<file path="src/rtl/ddram_arbiter.sv">
// ddram_arbiter: shares the single DDRAM Avalon-MM master between a
// high-priority video fetch port (A) and a low-priority loader/CPU port (B).
// One port owns the DDRAM for a whole read or write burst. Read strobes are
// steered to the owning port only.
// Optional feature macro: DDRAM_ARB_FAIRNESS_EN (starvation guard for port B).
//
// Handshake: a port raises rd or we with addr/burstcnt/din/be stable and holds
// them while x_busy=1. A command or write beat is accepted on the rising edge
// where the request is high and x_busy=0. x_dout_ready qualifies x_dout for
// one cycle per read beat.
module ddram_arbiter #(
    parameter int MAX_WAIT = 64
) (
    input  logic        clk_sys,
    input  logic        reset_n,

    input  logic [28:0] a_addr,
    input  logic [7:0]  a_burstcnt,
    input  logic        a_rd,
    input  logic        a_we,
    input  logic [63:0] a_din,
    input  logic [7:0]  a_be,
    output logic        a_busy,
    output logic [63:0] a_dout,
    output logic        a_dout_ready,

    input  logic [28:0] b_addr,
    input  logic [7:0]  b_burstcnt,
    input  logic        b_rd,
    input  logic        b_we,
    input  logic [63:0] b_din,
    input  logic [7:0]  b_be,
    output logic        b_busy,
    output logic [63:0] b_dout,
    output logic        b_dout_ready,

    output logic        DDRAM_CLK,
    input  logic        DDRAM_BUSY,
    output logic [7:0]  DDRAM_BURSTCNT,
    output logic [28:0] DDRAM_ADDR,
    input  logic [63:0] DDRAM_DOUT,
    input  logic        DDRAM_DOUT_READY,
    output logic        DDRAM_RD,
    output logic [63:0] DDRAM_DIN,
    output logic [7:0]  DDRAM_BE,
    output logic        DDRAM_WE,

    output logic [1:0]  dbg_state
);

    typedef enum logic [1:0] {S_IDLE, S_ISSUE, S_RD_DATA, S_WR_DATA} state_t;
    typedef enum logic [1:0] {G_NONE, G_A, G_B} grant_t;

    state_t      state;
    grant_t      grant;
    logic [7:0]  beats;
    logic [28:0] hold_addr;
    logic [7:0]  hold_bc;

    logic        a_req, b_req, pick_b, starve;
    logic        sel_rd, sel_we;
    logic [28:0] sel_addr;
    logic [7:0]  sel_bc;
    logic [63:0] sel_din;
    logic [7:0]  sel_be;
    logic        owner_active;

    assign a_req     = a_rd | a_we;
    assign b_req     = b_rd | b_we;
    // B wins only when it is the sole requester or has waited too long.
    assign pick_b    = b_req & (~a_req | starve);
    assign dbg_state = state;
    assign DDRAM_CLK = clk_sys;

`ifdef DDRAM_ARB_FAIRNESS_EN
    localparam logic [7:0] MAX_WAIT_Q = 8'(MAX_WAIT);
    logic [7:0] wait_cnt;

    // Saturating count of cycles B has been pending without owning the bus.
    always_ff @(posedge clk_sys or negedge reset_n) begin
        if (!reset_n) begin
            wait_cnt <= 8'd0;
        end else if (state == S_IDLE && pick_b) begin
            wait_cnt <= 8'd0;
        end else if (b_req && grant != G_B && wait_cnt != 8'hFF) begin
            wait_cnt <= wait_cnt + 8'd1;
        end
    end

    assign starve = (wait_cnt >= MAX_WAIT_Q);
`else
    // Strict priority: MAX_WAIT is always 1..255, so this stays low.
    assign starve = (MAX_WAIT == 0);
`endif

    // Select the granted port's request signals; zero when nobody owns the bus.
    always_comb begin
        sel_rd   = 1'b0;
        sel_we   = 1'b0;
        sel_addr = 29'd0;
        sel_bc   = 8'd0;
        sel_din  = 64'd0;
        sel_be   = 8'd0;
        if (grant == G_A) begin
            sel_rd   = a_rd;
            sel_we   = a_we;
            sel_addr = a_addr;
            sel_bc   = a_burstcnt;
            sel_din  = a_din;
            sel_be   = a_be;
        end else if (grant == G_B) begin
            sel_rd   = b_rd;
            sel_we   = b_we;
            sel_addr = b_addr;
            sel_bc   = b_burstcnt;
            sel_din  = b_din;
            sel_be   = b_be;
        end
    end

    // Drive the DDRAM command port; data beats reuse the first beat's address.
    always_comb begin
        DDRAM_RD       = 1'b0;
        DDRAM_WE       = 1'b0;
        DDRAM_ADDR     = 29'd0;
        DDRAM_BURSTCNT = 8'd0;
        DDRAM_DIN      = 64'd0;
        DDRAM_BE       = 8'd0;
        case (state)
            S_ISSUE: begin
                DDRAM_RD       = sel_rd;
                DDRAM_WE       = sel_we;
                DDRAM_ADDR     = sel_addr;
                DDRAM_BURSTCNT = sel_bc;
                DDRAM_DIN      = sel_din;
                DDRAM_BE       = sel_be;
            end
            S_RD_DATA: begin
                DDRAM_ADDR     = hold_addr;
                DDRAM_BURSTCNT = hold_bc;
            end
            S_WR_DATA: begin
                DDRAM_WE       = sel_we;
                DDRAM_ADDR     = hold_addr;
                DDRAM_BURSTCNT = hold_bc;
                DDRAM_DIN      = sel_din;
                DDRAM_BE       = sel_be;
            end
            default: ;
        endcase
    end

    assign owner_active = (state == S_ISSUE) || (state == S_WR_DATA);
    assign a_busy       = ~(grant == G_A && owner_active) | DDRAM_BUSY;
    assign b_busy       = ~(grant == G_B && owner_active) | DDRAM_BUSY;
    assign a_dout       = DDRAM_DOUT;
    assign b_dout       = DDRAM_DOUT;
    assign a_dout_ready = DDRAM_DOUT_READY && state == S_RD_DATA && grant == G_A;
    assign b_dout_ready = DDRAM_DOUT_READY && state == S_RD_DATA && grant == G_B;

    // Arbitration and burst tracking FSM.
    always_ff @(posedge clk_sys or negedge reset_n) begin
        if (!reset_n) begin
            state     <= S_IDLE;
            grant     <= G_NONE;
            beats     <= 8'd0;
            hold_addr <= 29'd0;
            hold_bc   <= 8'd0;
        end else begin
            case (state)
                S_IDLE: begin
                    if (a_req || b_req) begin
                        grant <= pick_b ? G_B : G_A;
                        state <= S_ISSUE;
                    end
                end
                S_ISSUE: begin
                    // A dropped request here is a client protocol error; wait.
                    if ((sel_rd || sel_we) && !DDRAM_BUSY) begin
                        hold_addr <= sel_addr;
                        hold_bc   <= sel_bc;
                        if (sel_rd) begin
                            beats <= (sel_bc == 8'd0) ? 8'd1 : sel_bc;
                            state <= S_RD_DATA;
                        end else if (sel_bc <= 8'd1) begin
                            state <= S_IDLE;
                            grant <= G_NONE;
                        end else begin
                            beats <= sel_bc - 8'd1;
                            state <= S_WR_DATA;
                        end
                    end
                end
                S_RD_DATA: begin
                    if (DDRAM_DOUT_READY) begin
                        beats <= beats - 8'd1;
                        if (beats == 8'd1) begin
                            state <= S_IDLE;
                            grant <= G_NONE;
                        end
                    end
                end
                S_WR_DATA: begin
                    if (sel_we && !DDRAM_BUSY) begin
                        beats <= beats - 8'd1;
                        if (beats == 8'd1) begin
                            state <= S_IDLE;
                            grant <= G_NONE;
                        end
                    end
                end
                default: begin
                    state <= S_IDLE;
                    grant <= G_NONE;
                end
            endcase
        end
    end

endmodule

</file>
<file path="config.mk">
export PLATFORM = sky130hd
export DESIGN_NAME = ddram_arbiter
export DESIGN_NICKNAME = d
export VERILOG_FILES = /design/src/rtl/ddram_arbiter.sv
export SDC_FILE = /design/constraint.sdc
export NUM_CORES = 1
export LEC_CHECK = 0
export CORE_AREA = 3 3 205 207
export DETAILED_ROUTE_END_ITERATION = 16
export DIE_AREA = 0 0 208 210
export PLACE_DENSITY = 0.51
export SLEW_MARGIN = 20
export SYNTH_ARGS = -nofsm -noshare
export SYNTH_HDL_FRONTEND = slang
export SYNTH_SLANG_ARGS = --single-unit
</file>
<file path="constraint.sdc">
create_clock -name clk_sys -period 3.85 [get_ports clk_sys]
set_input_delay 0.77 -clock clk_sys [delete_from_list [all_inputs] [get_ports clk_sys]]
set_output_delay 0.77 -clock clk_sys [all_outputs]
set_load 0.1 [all_outputs]
</file>
== Word-level counts from Yosys, hierarchy flattened ==
Index checks and enable logic that the tools add are counted.
Cells by class
  $add $sub $neg: 2
  magnitude comparators: 1
  equal/unequal tests: 13
  multiplexer cells: 42
  bitwise gates (word level): 8
  reductions and logical operators: 20
Operators with widths (count)
  two-way mux 64 bit: 3
  two-way mux 8 bit: 11
  two-way mux 29 bit: 2
  case mux 29 bit (2 select lines): 1
  two-way mux 2 bit: 15
  case mux 8 bit (3 select lines): 1
  case mux 2 bit (4 select lines): 2
  case mux 8 bit (2 select lines): 1
  subtractor 8 x 1 -> 8 bit (second input constant): 2
  == test 8 x 1 -> 1 bit (second input constant): 1
  less-or-equal comparator 8 x 1 -> 1 bit (second input constant): 1
  logical NOT 8 bit: 1
  logical AND 1 bit: 7
  == test 2 bit (second input constant): 3
  two-way mux 1 bit: 6
  inequality test 2 x 1 -> 1 bit (second input constant): 3
  inequality test 2 bit (second input constant): 3
  AND reduction 6 bit: 1
  AND reduction 5 bit: 1
  == test 2 x 1 -> 1 bit (second input constant): 2
  bitwise OR 1 bit: 4
  AND reduction 4 bit: 1
  OR reduction 2 bit: 2
  logical OR 1 bit: 3
  other kinds (7): 9
Storage, ports and cells
  register bits after elaboration: 49
  output and inout port bits: 246
  logic and storage cells: 91

== Longest topological paths before layout ==
  word-level depth: 8
  gate-level depth with buffers: 12
  gate-level depth less buffers: 9

==> reports/results.ini <==
[sta]
worst_slew_pin_slew_ns=0.949
finalHoldViolations=0
rsz0062_at_grt=false
slew_viol_final=0
finalCritPeriodShare_pct=94.5
final-setup-viol-count=0
fmax_mhz=275
fin_skew_ns=0.00441
maxSlewHeadroom_pct=37.0
fin_crit_ns=3.64
holdWs_ns=0.360

[outcome]
status=completed

[synth]
yosysMostFrequentCell=buf_4
synthCells=687
yosys_register_bits=49
synth_area_leaders=dfrtp_1, buf_4, a22oi_1
synth_top_area_share_pct=24.7
ys_top_cells_by_count=buf_4, a22oi_1, nor2_1, nand2_1, o21ai_0
ys_types=48
ys.flop_type=dfrtp_1
yosysSeqAreaShare_pct=24.7
netlist_area_um2=4970
postSynthNetCount=981
synth_edf_count=0
synth_top_cell_by_area=dfrtp_1
synthArstFlopShare_pct=100
yosys_warnings=0
syn_area_per_cell_um2=7.23

[final_layout]
n_antenna_cell=0
syn_to_final_growth_pct=72.0
fin_util_pct=21.1
fin_nets=1162
drive_gt1_share_pct=18.1
fillers=4582

[floorplanning]
start_util_pct=12.3
die_w_um=208
io_pins=536
dieArea_um2=43700
fp.dieH_um=210
fp.coreArea_um2=40600
num_rows=74

[pwr]
power.leakage_uw=0.00341
peakVddDrop_v=0.000653
p_total_uw=9160
power.density_nw_per_um2=1070

[clock_tree]
clkSlewWorstSetupHoldPaths_ns=0.07
clk_latency_ns=0.41
cts_tree=done

[critical_path]
worst-setup-path-type=flop to primary output
arrival_ns=2.87
rr_worst_depth=8
setup.worst_path.end_class=primary output
crit_path_max_fanout=58
crit_required_ns=3.08
startpoint_type=flop

[global_route]
grt_start_max_net_pins=92
grt_pass1_wl_mm=42.0
grt_pass1_vias=5926
antenna_found_initial=5
gr-usage-all-layers_pct=12.9
overflow=0

[run]
cap_violations=0

[placed_design]
dp_hpwl_mm=24.1
io_buffers=343
gp_congestion=0.811

[hold_path]
hp-class=input pin to async pin

[drt]
drtAntennaViolNets=0
drt_wl_total_mm=29.1
route.vias.total=5677
drc_errors=0
wire_per_inst_um=20.7
first_iter_violations=264
routed_via_density=4.05
firstDrtPassIters=4

-- critical path: stages, from the launching register on --
cell     delay (ns)
dfrtp_1        0.44
nor2b_4        0.61
buf_4          0.62
a22oi_2        0.25
nor2_1         0.18
buf_4          0.33
-- layer usage --
| layer | track usage, % | vias up | wire length, um |
|---|---|---|---|
| li1 | - | 2644 | - |
| met1 | 14.9 | 2621 | 11400 |
| met2 | 22.7 | 364 | 14300 |
| met3 | 4.61 | 48 | 2580 |
| met4 | 3.51 | 0 | 748 |
| met5 | 0 | - | 0 |
-- cell usage in the layout, fill, tap and decap left out, types with 2 or more instances in the layout --
master / n
mux2_2: 2
inv_1: 8
nor3_1: 8
buf_4: 79
a21o_1: 3
a22oi_1: 111
a221oi_1: 2
dfrtp_1: 48
nand2_1: 88
a22o_1: 3
or3_1: 2
nand3_1: 8
and2_1: 3
o41ai_1: 2
bufinv_16: 2
o21ai_1: 21
ha_1: 4
a221o_1: 2
o22ai_2: 2
a21oi_1: 4
clkbuf_16: 8
buf_12: 48
nor2_1: 93
clkdlybuf4s50_1: 224
nor2b_4: 2
xnor2_1: 4
o22ai_1: 4
o21ai_0: 57
nand2b_1: 2
-- layout make-up --
cell class                      count  area [um2]  area share, %
Clock buffer                        9         209           2.44
Clock inverter                      3        65.1          0.761
Inverter                            9        33.8          0.395
Multi-Input combinational cell    447        2540           29.8
Sequential cell                    49        1230           14.4
Tap cell                          532         666           7.79
Timing Repair Buffer              352        3800           44.5
-- report_power, final --
group,switching (uW),internal (uW)
clock network,309,513
registers,141,727
logic,5510,1970
-- stage by stage --
step | cell area (um2) | TNS (ns) | std cells | worst slack (ns)
final | 8550 | 0 | 1401 | 0.213
after detailed placement | 8280 | 0 | 1390 | 0.215
after floorplan | 4970 | -10.35 | 687 | -0.694
after CTS | 8550 | 0 | 1401 | 0.121
after global routing | 8550 | 0 | 1401 | 0.0140
after global placement | 8280 | 0 | 1390 | 0.215
-- logic make-up (layout without fill, tap and decap cells) --
kind of cell | Yosys count | count (layout) | synth area share [%]
adders and majority gates | 4 | 4 | 1.01
xor gates and xnor gates | 5 | 5 | 0.881
AOI/OAI and AO/OA | 223 | 223 | 30.7
DFF | 49 | 49 | 24.7
buffers and inverters | 191 | 373 | 24.5
muxes | 3 | 3 | 0.655
and+or+nand+nor | 212 | 212 | 17.6
-- state kept, by name (all words and copies together) (netlist names) --
signal and cells:
beats 8, dbg_state 2, grant 2, hold_addr 29, hold_bc 8
-- path summary, 6_finish.rpt --
kind                       slack [ns]            end    startpoint
max                              0.21       DDRAM_RD      grant[0]
min                              0.36     hold_bc[1]       reset_n
max reg2reg                      0.63       beats[0]      grant[0]
min reg2reg                      0.48   hold_addr[5]  hold_addr[5]
max in group asynchronous        2.66  hold_addr[27]       reset_n
min in group clk_sys             0.48   hold_addr[5]  hold_addr[5]
-- what timing repair did --
action                                  4_1_cts  5_1_grt
endpoints found under the setup margin        1        0
setup buffers                                 0        0
resized for setup                             1        0
hold buffers                                  0        0
Note: power is estimated with default switching activity, not from simulation.
